[src/rtl/theta_tracker.sv]
// -----------------------------------------------------------------------------
// theta_tracker
//
// Derives the angular position of a rotating display from a once-per-revolution
// hall-effect index pulse. The revolution period is measured in clock cycles
// and each revolution is divided into 2^THETA_W equal slices by a pure shift.
//
// Ports:
//   clk_in      system clock
//   rst_in      asynchronous active-low reset
//   hall_in     raw hall sensor (asynchronous); rising edge marks theta = 0
//   theta       current angular slice
//   theta_step  one-cycle pulse whenever theta changes or is re-zeroed
//   locked      high while theta is derived from a valid period measurement
//   period_out  last accepted revolution period in cycles
// -----------------------------------------------------------------------------
module theta_tracker #(
   parameter int          THETA_W    = 8,
   parameter int          PERIOD_W   = 32,
   parameter int unsigned MIN_PERIOD = 4096,
   parameter int unsigned MAX_PERIOD = 32'h7FFF_FFFF
) (
   input  logic                clk_in,
   input  logic                rst_in,
   input  logic                hall_in,
   output logic [THETA_W-1:0]  theta,
   output logic                theta_step,
   output logic                locked,
   output logic [PERIOD_W-1:0] period_out
);

   localparam logic [1:0] S_UNLOCKED = 2'd0;
   localparam logic [1:0] S_ACQUIRE  = 2'd1;
   localparam logic [1:0] S_LOCKED   = 2'd2;

   localparam logic [PERIOD_W-1:0] L_MIN       = PERIOD_W'(MIN_PERIOD);
   localparam logic [PERIOD_W-1:0] L_MAX       = PERIOD_W'(MAX_PERIOD);
   localparam logic [PERIOD_W-1:0] L_ONE       = PERIOD_W'(1);
   localparam logic [THETA_W-1:0]  L_THETA_MAX = '1;

   // Synchronizer, edge register and registered index event
   logic                r_sync1;
   logic                r_sync2;
   logic                r_hall_d;
   logic                r_index;

   logic [PERIOD_W-1:0] r_cnt;
   logic [1:0]          r_state;
   logic [PERIOD_W-1:0] r_period;
   logic [PERIOD_W-1:0] r_slice_len;
   logic [PERIOD_W-1:0] r_slice_cnt;
   logic [THETA_W-1:0]  r_theta;
   logic                r_step;

   logic                w_timeout;
   logic                w_accept;
   logic                w_wrap;
   logic [PERIOD_W-1:0] w_period_new;
   logic [PERIOD_W-1:0] w_slice_len_new;

   always_comb begin
      w_timeout       = (r_cnt == L_MAX);
      // Short index intervals are glitches, except the very first edge that
      // starts a measurement from the unlocked state.
      w_accept        = r_index && ((r_state == S_UNLOCKED) || (r_cnt >= L_MIN));
      w_wrap          = (r_slice_cnt == (r_slice_len - L_ONE));
      // cnt was cleared at the previous accepted index, so the period is cnt+1
      w_period_new    = r_cnt + L_ONE;
      w_slice_len_new = w_period_new >> THETA_W;
   end

   // Two-flop synchronizer plus edge register; the index event itself is
   // registered so the state machine sees a clean one-cycle pulse.
   always_ff @(posedge clk_in or negedge rst_in) begin
      if (!rst_in) begin
         r_sync1  <= 1'b0;
         r_sync2  <= 1'b0;
         r_hall_d <= 1'b0;
         r_index  <= 1'b0;
      end else begin
         r_sync1  <= hall_in;
         r_sync2  <= r_sync1;
         r_hall_d <= r_sync2;
         r_index  <= r_sync2 & ~r_hall_d;
      end
   end

   // Free-running revolution counter, saturating so timeout stays asserted
   always_ff @(posedge clk_in or negedge rst_in) begin
      if (!rst_in) begin
         r_cnt <= '0;
      end else if (w_accept) begin
         r_cnt <= '0;
      end else if (!w_timeout) begin
         r_cnt <= r_cnt + L_ONE;
      end
   end

   always_ff @(posedge clk_in or negedge rst_in) begin
      if (!rst_in) begin
         r_state     <= S_UNLOCKED;
         r_period    <= '0;
         r_slice_len <= '0;
         r_slice_cnt <= '0;
         r_theta     <= '0;
         r_step      <= 1'b0;
      end else begin
         r_step <= 1'b0;
         case (r_state)
            S_UNLOCKED: begin
               r_theta <= '0;
               if (w_accept) begin
                  r_state <= S_ACQUIRE;
               end
            end

            S_ACQUIRE: begin
               r_theta <= '0;
               if (w_accept && !w_timeout) begin
                  r_state     <= S_LOCKED;
                  r_period    <= w_period_new;
                  r_slice_len <= w_slice_len_new;
                  r_slice_cnt <= '0;
                  r_step      <= 1'b1;
               end else if (w_accept) begin
                  // Index coinciding with timeout restarts the measurement
                  r_state <= S_ACQUIRE;
               end else if (w_timeout) begin
                  r_state <= S_UNLOCKED;
               end
            end

            S_LOCKED: begin
               if (w_accept && w_timeout) begin
                  r_state <= S_ACQUIRE;
                  r_theta <= '0;
               end else if (w_accept) begin
                  // Index takes priority over a coincident slice wrap
                  r_period    <= w_period_new;
                  r_slice_len <= w_slice_len_new;
                  r_slice_cnt <= '0;
                  r_theta     <= '0;
                  r_step      <= 1'b1;
               end else if (w_timeout) begin
                  r_state <= S_UNLOCKED;
                  r_theta <= '0;
               end else if (w_wrap) begin
                  r_slice_cnt <= '0;
                  // Saturate: the division remainder is absorbed at the top slice
                  if (r_theta != L_THETA_MAX) begin
                     r_theta <= r_theta + 1'b1;
                     r_step  <= 1'b1;
                  end
               end else begin
                  r_slice_cnt <= r_slice_cnt + L_ONE;
               end
            end

            default: begin
               r_state <= S_UNLOCKED;
               r_theta <= '0;
            end
         endcase
      end
   end

   assign theta      = r_theta;
   assign theta_step = r_step;
   assign locked     = (r_state == S_LOCKED);
   assign period_out = r_period;

endmodule

[config.mk]
export PLATFORM = sky130hd
export DESIGN_NAME = theta_tracker
export DESIGN_NICKNAME = d
export VERILOG_FILES = /design/src/rtl/theta_tracker.sv
export SDC_FILE = /design/constraint.sdc
export NUM_CORES = 1
export LEC_CHECK = 0
export CAP_MARGIN = 20
export CORE_MARGIN = 2
export CORE_UTILIZATION = 30
export DETAILED_ROUTE_END_ITERATION = 7
export PLACE_DENSITY_LB_ADDON = 0.15
export SKIP_LAST_GASP = 1
export SYNTH_ARGS = -nofsm -noshare
export SYNTH_HDL_FRONTEND = slang
export SYNTH_SLANG_ARGS = --single-unit
[constraint.sdc]
create_clock -name clk_in -period 4.5 [get_ports clk_in]
set_input_delay 0.675 -clock clk_in [delete_from_list [all_inputs] [get_ports clk_in]]
set_output_delay 0.675 -clock clk_in [all_outputs]
set_load 0.005 [all_outputs]
==> impl_metrics.py <==
metrics = {
    "layout": {
        "nets": 777,
        "final_common_cell": "dfrtp_1",
        "synthToLayoutAreaGrowth_pct": 15.9,
        "regArea_um2": 2780,
        "final_cell_mix": "dfrtp_1 (111), nor2_1 (83), a21oi_1 (69), nand2_1 (64), nand3_1 (61)",
        "post_route_cells_drive_above_1_share_pct": 6.88,
        "multi_input_area_um2": 3470,
        "n_fill_cell": 2148,
        "antenna_cells": 0,
    },
    "grt": {
        "grt_pass1_vias": 5349,
        "grt_antenna_before_repair": 0,
        "grt_overflow": 0,
        "grt_max_degree": 76,
        "grt_pass1_wl_um": 29500,
        "gr-usage-all-layers_pct": 16.7,
    },
    "placement": {
        "io_buffer_count": 44,
        "pre_cts_ws_ps": 555,
        "dp_hpwl_um": 13000,
        "gp_congestion": 0.819,
    },
    "yosys": {
        "ys_seq_area_share_pct": 42.7,
        "synth-main-ff-cell": "dfrtp_1",
        "ys_seq_elements": 111,
        "async_flop_share_pct": 100,
        "syn_area_um2": 6500,
        "synthesis.nets": 749,
        "netlist-cell-type-count": 64,
        "yosys_warnings": 0,
        "avgSynthCellArea_um2": 8.82,
        "synth_edf_count": 0,
        "syn_inst": 737,
    },
    "cts": {
        "cts_max_level": 3,
        "cts_root_buffer": "clkbuf_16",
        "clock_sinks": 111,
        "post-cts-setup-buffers": 0,
        "clockBufferDepth": 2,
        "ctsResizeCount": 0,
        "tritoncts": "built",
        "cts_inserted_buffers": 9,
        "ctsHoldBuffers": 0,
        "clkSlewWorstSetupHoldPaths_ps": 80,
        "clock_latency_ps": 380,
    },
    "detailed_routing": {
        "drtIter0Drc": 297,
        "drc_errors": 0,
        "first_pass_iters": 5,
        "ant_nets": 0,
        "via_count": 5553,
        "routed_wl_um": 18000,
        "via_per_inst": 5.31,
        "wl_per_cell_um": 17.2,
    },
    "floorplanning": {
        "core_um2": 21200,
        "die_y_um": 151,
        "num_rows": 53,
        "die_x_um": 151,
        "start_util_pct": 30.7,
        "dieArea_um2": 22900,
        "top_level_ports": 45,
    },
    "timing": {
        "tightest_slew_ps": 735,
        "max_slew_margin_pct": 50.6,
        "setup_ws_ps": 525,
        "finalHoldViolations": 0,
        "fmax_mhz": 252,
        "rsz0062_at_grt": "no",
        "period_share_pct": 88.3,
        "fin_setup_tns_ps": 0,
        "period_minus_slack_ps": 3970,
        "finalSetupViolations": 0,
        "fin_skew_ps": 17.5,
        "drv_slew": 0,
    },
    "hold_path": {
        "hold_path.class": "input port to asynchronous set/reset pin",
    },
    "setup_path": {
        "crit_required_ps": 4750,
        "crit_type": "flop to flop",
        "crit_path_end_kind": "flop",
        "cp_max_fo": 30,
        "cp-start-kind": "flop",
        "cp.arrival_ps": 4230,
    },
    "power_and_ir_drop": {
        "leakagePower_nw": 2.99,
        "power.density_nw_per_um2": 508,
        "irDropWorstVdd_uv": 214,
    },
    "job": {
        "cap_violations": 0,
    },
    "run_status": {
        "status": "finished clean",
    },
}
## final timing paths
| path | from | endpoint | slack (ps) | cells past startpoint |
|---|---|---|---|---|
| min | rst_in | r_slice_cnt[9] | 240 | 1 |
| min in group clk_in | r_sync1 | r_sync2 | 370 | 0 |
| max in group asynchronous | rst_in | r_cnt[11] | 3150 | 3 |
| min reg2reg | r_sync1 | r_sync2 | 370 | 0 |
| max reg2reg | period_out[8] | r_slice_cnt[14] | 530 | 12 |
| max | period_out[8] | r_slice_cnt[14] | 530 | 12 |
## per-stage QoR
step	cells	hold slack, ps	power (mW)	utilization (%)	instance area (um^2)
6_report	1045	244	3.83	35.6	7540
5_1_grt	1045	255	4.10	35.6	7540
4_1_cts	1044	370	3.87	35.5	7510
3_5_place_dp	1028	343	3.02	34.0	7200
3_3_place_gp	1028	344	3.00	34.0	7200
2_1_floorplan	737	331	2.36	-	6500
## final cells by class
cell class | count | area share, %
repair buffers | 57 | 7.37
clock buffers | 9 | 2.99
multi-input cells | 565 | 46.1
flip-flops and latches | 111 | 36.9
clock inverters | 7 | 1.11
well taps | 275 | 4.57
inverters | 21 | 1.05
## sequential cells by signal (all words and copies together), names as in the netlist
name         cells
r_hall_d         1
r_index          1
r_cnt           32
period_out      31
r_slice_cnt     32
theta            8
r_sync1          1
r_slice_len      1
r_sync2          1
theta_step       1
r_state          2
## critical path, cell delays in order, from the launching register on
cell and delay (ps):
dfrtp_1 490, inv_1 100, ha_1 320, nor3b_2 410, nand4_2 350, or4_1 560, a211oi_1 220, a31oi_1 120
nor4_2 370, a21oi_2 110, buf_4 250, and2_1 300, a22o_1 240
## power by group
group	leakage, nW	total (mW)	switching (mW)	internal [mW]
sequential	1.47	1.53	0.349	1.18
combinational	1.37	1.46	0.774	0.691
clock	0.149	0.833	0.435	0.398
## cells by family (layout without fill, tap and decap cells)
family                   after synthesis  in the layout  share of synthesized area, %
flip-flops                           111            111                          42.7
adder cells (fa/ha/maj)                9              9                          1.73
buffers and inverters                 61             94                          4.10
XOR/XNOR                              69             69                          9.29
AND/OR/NAND/NOR                      331            331                          26.7
AO/OA/AOI/OAI                        149            149                          14.3
multiplexers                           7              7                          1.12
## routing by layer
| metal | up-vias | share of wire [%] | routed length (um) | GRT usage [%] |
|---|---|---|---|---|
| met1 | 2736 | 48 | 8650 | 23.2 |
| li1 | 2711 | - | - | - |
| met3 | 11 | 3.0 | 541 | 3.25 |
| met2 | 95 | 48 | 8660 | 26.9 |
| met5 | - | 0 | 0 | 0 |
| met4 | 0 | 0.87 | 156 | 3.50 |
## synthesized netlist by cell type (3+ instances only)
cell type	number	area [um^2]
buf_2	6	30.0
a21oi_1	70	350
a22o_1	6	52.6
and4_1	3	26.3
nand3_1	61	305
nor3_1	23	115
mux2i_1	5	50.1
xnor2_1	33	289
dfrtp_1	111	2780
a21o_1	6	45.0
inv_1	21	78.8
o311ai_1	12	105
a31oi_1	4	25.0
and2_1	4	25.0
nand2_1	64	240
buf_6	4	45.0
or4_1	8	60.1
o211ai_1	4	30.0
nor4_1	13	81.3
o21ai_1	3	15.0
o21a_1	3	22.5
xor2_1	36	315
o22ai_1	6	37.5
ha_1	9	113
nor4_4	4	85.1
o31ai_1	3	22.5
nand4_1	22	138
and3_1	12	75.1
clkbuf_1	30	113
o21ai_0	16	80.1
nor2_1	83	312
or2_2	5	31.3
or3_1	10	62.6
Power figures use the tool's default switching activity.
